===== src/rtl/clk_rst_sequencer.sv =====
// PLL reset pulse, LOCK synchronizer and core-reset release sequencer for the iCE40 PLL.
// Optional lock-acquisition timeout is compiled in with `define CLK_RST_TIMEOUT_EN.
module clk_rst_sequencer #(
    parameter int SYNC_STAGES    = 2,
    parameter int PLL_RST_CYCLES = 16,
    parameter int STABLE_CYCLES  = 1024,
    parameter int CNT_W          = 8,
    parameter int TIMEOUT_CYCLES = 65536
) (
    input  logic             clk,
    input  logic             reset,
    input  logic             lock_in,
    input  logic             soft_rst_req,
    output logic             pll_resetb,
    output logic             core_reset,
    output logic             clk_ok,
    output logic [CNT_W-1:0] lock_loss_count,
    output logic             timeout
);

    localparam int SEQ_MAX = (PLL_RST_CYCLES > STABLE_CYCLES) ? PLL_RST_CYCLES : STABLE_CYCLES;
    localparam int SEQ_W   = $clog2(SEQ_MAX + 1);
    localparam logic [SEQ_W-1:0] PLL_LAST    = SEQ_W'(PLL_RST_CYCLES - 1);
    localparam logic [SEQ_W-1:0] STABLE_LAST = SEQ_W'(STABLE_CYCLES - 1);
    localparam logic [CNT_W-1:0] LOSS_MAX    = {CNT_W{1'b1}};

    if (SYNC_STAGES < 2 || STABLE_CYCLES < 2 || PLL_RST_CYCLES < 1 || TIMEOUT_CYCLES < 1) begin : g_bad_cfg
        $error("clk_rst_sequencer: illegal parameter set");
    end

    typedef enum logic [2:0] {
        ST_PLL_RST   = 3'd0,
        ST_WAIT_LOCK = 3'd1,
        ST_STABILIZE = 3'd2,
        ST_RUN       = 3'd3,
        ST_SOFT_RST  = 3'd4
    } state_e;

    state_e                 state_r;
    state_e                 state_next_s;
    logic [SEQ_W-1:0]       cnt_r;
    logic [SEQ_W-1:0]       cnt_next_s;
    logic [SYNC_STAGES-1:0] sync_r;
    logic                   lock_sync_s;
    logic                   loss_event_s;
    logic                   timer_expired_s;
    logic                   pll_resetb_s;
    logic                   core_reset_s;
    logic                   clk_ok_s;
    logic [CNT_W-1:0]       loss_count_next_s;

    // LOCK synchronizer: the FSM only ever looks at the last stage
    always_ff @(posedge clk) begin
        if (reset) begin
            sync_r <= '0;
        end else begin
            sync_r <= {sync_r[SYNC_STAGES-2:0], lock_in};
        end
    end

    assign lock_sync_s = sync_r[SYNC_STAGES-1];

`ifdef CLK_RST_TIMEOUT_EN
    localparam int TMR_W = $clog2(TIMEOUT_CYCLES + 1);
    localparam logic [TMR_W-1:0] TMR_LAST = TMR_W'(TIMEOUT_CYCLES - 1);

    logic [TMR_W-1:0] timer_r;
    logic             timeout_r;

    // Acquisition timer: counts while hunting for lock, restarts with every PLL reset
    always_ff @(posedge clk) begin
        if (reset) begin
            timer_r   <= '0;
            timeout_r <= 1'b0;
        end else begin
            timeout_r <= timeout_r | timer_expired_s;
            if (state_next_s == ST_PLL_RST) begin
                timer_r <= '0;
            end else if (state_r == ST_WAIT_LOCK || state_r == ST_STABILIZE) begin
                timer_r <= timer_r + TMR_W'(1);
            end else begin
                timer_r <= timer_r;
            end
        end
    end

    assign timer_expired_s = (state_r == ST_WAIT_LOCK || state_r == ST_STABILIZE) && (timer_r == TMR_LAST);
    assign timeout         = timeout_r;
`else
    assign timer_expired_s = 1'b0;
    assign timeout         = 1'b0;
`endif

    // State and sequence counter registers
    always_ff @(posedge clk) begin
        if (reset) begin
            state_r <= ST_PLL_RST;
            cnt_r   <= '0;
        end else begin
            state_r <= state_next_s;
            cnt_r   <= cnt_next_s;
        end
    end

    // Next-state logic; a lock loss always wins over a soft reset request
    always_comb begin
        state_next_s = state_r;
        cnt_next_s   = cnt_r;
        loss_event_s = 1'b0;
        case (state_r)
            ST_PLL_RST: begin
                if (cnt_r == PLL_LAST) begin
                    state_next_s = ST_WAIT_LOCK;
                    cnt_next_s   = '0;
                end else begin
                    cnt_next_s   = cnt_r + SEQ_W'(1);
                end
            end
            ST_WAIT_LOCK: begin
                if (timer_expired_s) begin
                    state_next_s = ST_PLL_RST;
                    cnt_next_s   = '0;
                end else if (lock_sync_s) begin
                    state_next_s = ST_STABILIZE;
                    cnt_next_s   = SEQ_W'(1);
                end else begin
                    cnt_next_s   = '0;
                end
            end
            ST_STABILIZE: begin
                if (timer_expired_s) begin
                    state_next_s = ST_PLL_RST;
                    cnt_next_s   = '0;
                end else if (!lock_sync_s) begin
                    state_next_s = ST_WAIT_LOCK;
                    cnt_next_s   = '0;
                end else if (cnt_r == STABLE_LAST) begin
                    state_next_s = ST_RUN;
                    cnt_next_s   = '0;
                end else begin
                    cnt_next_s   = cnt_r + SEQ_W'(1);
                end
            end
            ST_RUN: begin
                if (!lock_sync_s) begin
                    state_next_s = ST_PLL_RST;
                    cnt_next_s   = '0;
                    loss_event_s = 1'b1;
                end else if (soft_rst_req) begin
                    state_next_s = ST_SOFT_RST;
                    cnt_next_s   = '0;
                end else begin
                    cnt_next_s   = '0;
                end
            end
            ST_SOFT_RST: begin
                if (!lock_sync_s) begin
                    state_next_s = ST_PLL_RST;
                    cnt_next_s   = '0;
                    loss_event_s = 1'b1;
                end else if (cnt_r == PLL_LAST) begin
                    state_next_s = ST_RUN;
                    cnt_next_s   = '0;
                end else begin
                    cnt_next_s   = cnt_r + SEQ_W'(1);
                end
            end
            default: begin
                state_next_s = ST_PLL_RST;
                cnt_next_s   = '0;
            end
        endcase
    end

    // Output decode from the state being entered, so registered outputs change on the transition edge
    always_comb begin
        pll_resetb_s = 1'b1;
        core_reset_s = 1'b1;
        clk_ok_s     = 1'b0;
        case (state_next_s)
            ST_PLL_RST:   pll_resetb_s = 1'b0;
            ST_WAIT_LOCK: pll_resetb_s = 1'b1;
            ST_STABILIZE: pll_resetb_s = 1'b1;
            ST_RUN: begin
                core_reset_s = 1'b0;
                clk_ok_s     = 1'b1;
            end
            ST_SOFT_RST:  pll_resetb_s = 1'b1;
            default:      pll_resetb_s = 1'b0;
        endcase
        if (loss_event_s && (lock_loss_count != LOSS_MAX)) begin
            loss_count_next_s = lock_loss_count + CNT_W'(1);
        end else begin
            loss_count_next_s = lock_loss_count;
        end
    end

    // Output registers
    always_ff @(posedge clk) begin
        if (reset) begin
            pll_resetb      <= 1'b0;
            core_reset      <= 1'b1;
            clk_ok          <= 1'b0;
            lock_loss_count <= '0;
        end else begin
            pll_resetb      <= pll_resetb_s;
            core_reset      <= core_reset_s;
            clk_ok          <= clk_ok_s;
            lock_loss_count <= loss_count_next_s;
        end
    end

endmodule


===== config.mk =====
export PLATFORM = sky130hd
export DESIGN_NAME = clk_rst_sequencer
export DESIGN_NICKNAME = d
export VERILOG_FILES = /design/src/rtl/clk_rst_sequencer.sv
export SDC_FILE = /design/constraint.sdc
export NUM_CORES = 1
export LEC_CHECK = 0
export CORE_ASPECT_RATIO = 1.75
export CORE_UTILIZATION = 29
export DETAILED_ROUTE_END_ITERATION = 7
export GPL_TIMING_DRIVEN = 0
export PLACE_DENSITY = 0.53
export SYNTH_ARGS = -nofsm -noshare
export SYNTH_HDL_FRONTEND = slang
export SYNTH_SLANG_ARGS = --single-unit

===== constraint.sdc =====
create_clock -name clk -period 1.6 [get_ports clk]
set_input_delay 0.32 -clock clk [delete_from_list [all_inputs] [get_ports clk]]
set_output_delay 0.32 -clock clk [all_outputs]
set_load 0.02 [all_outputs]

==> out/metrics.csv <==
stage;metric;value;unit
clock_network;cts_sinks;27;
clock_network;insertion_delay;280;ps
power;leakagePower;0.656;nW
floorplan;std_cell_rows;32;
finish;nets;192;
synth;synth.yosys.warnings;0;
route;drt_iter0_drc;10;
clock_network;clockBufferDepth;2;
setup_path;crit_slowest_cell;or4_1;
synth;syn_avg_cell_area;8.59;um^2
timing;period_minus_slack;1710;ps
floorplan;io_pins;16;
finish;drive_gt1_share;27.6;%
power;power_density;609;nW/um^2
timing;max-slew-margin-rel;66.2;%
flow_run;max_cap_viol_count;0;
clock_network;clockRootBuffer;clkbuf_8;
floorplan;die_area;5030;um^2
setup_path;required;1800;ps
run_status;violations;negative setup slack;
floorplan;core;4480;um^2
timing;drv_slew;0;
synth;async_flop_share;0;%
synth;netlist_area;1370;um^2
timing;layout_setup_ws;-115;ps
route;drt_first_pass_iters;3;
grt;first_global_vias;1282;
timing;finalCritPeriodShare;107;%
synth;synthTopCellsByCount;27 x dfxtp_1, 15 x nor3_1, 10 x a21oi_1, 10 x nor2_1, 9 x nand3_1;
synth;synthDominantCellAreaShare;39.3;%
grt;antenna_found_initial;0;
route;vias;1292;
route;via_per_inst;5.47;
route;ant_nets;0;
worst_hold_path;hold_class;flop to flop;
synth;synth-seq-cells;27;
setup_path;path_cells;or3b_4 -> a21o_4 -> or4_1 -> a21oi_1;
timing;worst_pin_slew;506;ps
floorplan;dieWidth;54.0;um
clock_network;cts_tree;built;
timing;rsz0062_at_grt;yes;
grt;grt.total_usage;15.3;%
setup_path;crit_path_start_kind;flop;
route;routed_wl;3630;um
grt;grt_max_degree;15;
clock_network;htreeDepth;1;
setup_path;critPathCaptureType;flop;
place;dpl_cell_area;1600;um^2
clock_network;numCtsBuffers;3;
route;wl_per_cell;15.4;um
place;gp_congestion;0.835;
timing;hold_viol_final;0;
finish;diodes;0;
synth;synth_most_common_cell;dfxtp_1;
timing;fmax;0.583;GHz
place;hpwlAfterDp;2450;um
grt;grt_first_pass_wirelength;5680;um
synth;synth_edf_count;0;
power;ir_worst_vdd;404;uV
setup_path;worstPathMaxFanout;5;
floorplan;start_util;30.6;%
place;dp_slack;-307;ps
clock_network;clk_pin_slew;100;ps
setup_path;arrival;1920;ps
run_status;status;complete, but fails checks;
synth;synthCells;160;
place;io_buffers;14;
synth;synthTopCellsByArea;dfxtp_1 39%, nor3_1 5.5%, xnor2_1 5.1%;
synth;syn-num-nets;166;
route;drc;0;
finish;design_area;1870;um^2
timing;finalClockSkew;5.22;ps
synth;synth_top_area_cell;dfxtp_1;
finish;synthToLayoutAreaGrowth;36.4;%
synth;synth_ff_type;dfxtp_1;
floorplan;die_h;93.1;um
setup_path;max_stage_delay;460;ps
setup_path;critPathKind;flop to flop;
timing;setup_viol;13;
power;total_power;1.14;mW
synth;yosysSeqAreaShare;39.3;%
synth;synth.distinct_cells;48;
grt;grt_overflow;0;
flip-flops by register name, summed over array words and instances (netlist names):
name	cells
pll_resetb	1
cnt_r	11
state_r	3
sync_r	2
lock_loss_count	8
clk_ok	1
core_reset	1
layout make-up:
| type | instances | area, um^2 |
|---|---|---|
| timing repair buffer | 22 | 210 |
| inverter | 5 | 18.8 |
| buffer | 6 | 30.0 |
| clock buffer | 4 | 45.0 |
| sequential | 27 | 556 |
| fill | 464 | 2610 |
| tap | 51 | 63.8 |
| multi-input combinational | 121 | 951 |
cell families after synthesis:
logic type / Yosys count / synth area share (%)
other: 1 / 0.273
AOI/OAI and AO/OA: 30 / 15.5
adders and majority gates: 2 / 1.82
and+or+nand+nor: 76 / 31.7
buffers and inverters: 13 / 4.01
xor gates and xnor gates: 9 / 5.74
DFF: 27 / 39.3
muxes: 2 / 1.64
metal layers:
metal | GRT usage, % | up-vias | part of all wire (%)
li1 | - | 635 | -
met4 | 7.69 | 0 | 3.6
met5 | 0 | - | 0
met1 | 14.4 | 619 | 36
met2 | 28.8 | 23 | 58
met3 | 2.93 | 15 | 2.4
path summary, 6_finish.rpt:
check | from | to | slack, ps | depth (start not counted)
worst max-delay path | state_r[2] | lock_loss_count[7] | -110 | 4
worst min-delay path | sync_r[0] | sync_r[1] | 450 | 1
worst max register to register | state_r[2] | lock_loss_count[7] | -110 | 4
worst min register to register | sync_r[0] | sync_r[1] | 450 | 1
through the flow:
step           utilization (%)  std cells  setup TNS, ps  hold WS (ps)
2_1_floorplan                -        160          -8.85           414
3_3_place_gp              35.7        225          -2950           420
3_5_place_dp              35.7        225          -4150           438
4_1_cts                   39.6        233           -387           451
5_1_grt                   41.8        236          -1490           463
6_report                  41.8        236           -575           446
placed cells by master, fill, tap and decap left out, types with 3 or more instances in the layout:
cell type / count
nor3_1: 14
clkbuf_8: 3
nand4_1: 4
nand2b_1: 4
dfxtp_2: 12
inv_1: 4
buf_4: 8
dfxtp_1: 15
nand2_1: 6
nor4_4: 3
clkdlybuf4s50_1: 6
dlygate4sd2_1: 6
nand3_1: 8
a21oi_1: 9
xnor2_1: 8
nor2b_1: 7
nor2_1: 9
worst max-delay path, delay by kind of cell (launching register included):
family,cells,cell delay [ps]
compound gates,2,380
flops,1,370
simple gates,2,890
power breakdown:
group	total (mW)	internal [mW]	switching [mW]
logic	0.0486	0.0243	0.0244
registers	0.695	0.681	0.0136
clock network	0.398	0.179	0.220
total	1.14	0.884	0.258
what timing repair did:
action / CTS / global route
buffers inserted: 4 / 4
cloned: 1 / 0
hold buffers: 0 / 0
pin swaps: 6 / 7
endpoints found under the setup margin: 26 / 22
gates resized for setup: 22 / 18
Power figures use the tool's default switching activity.
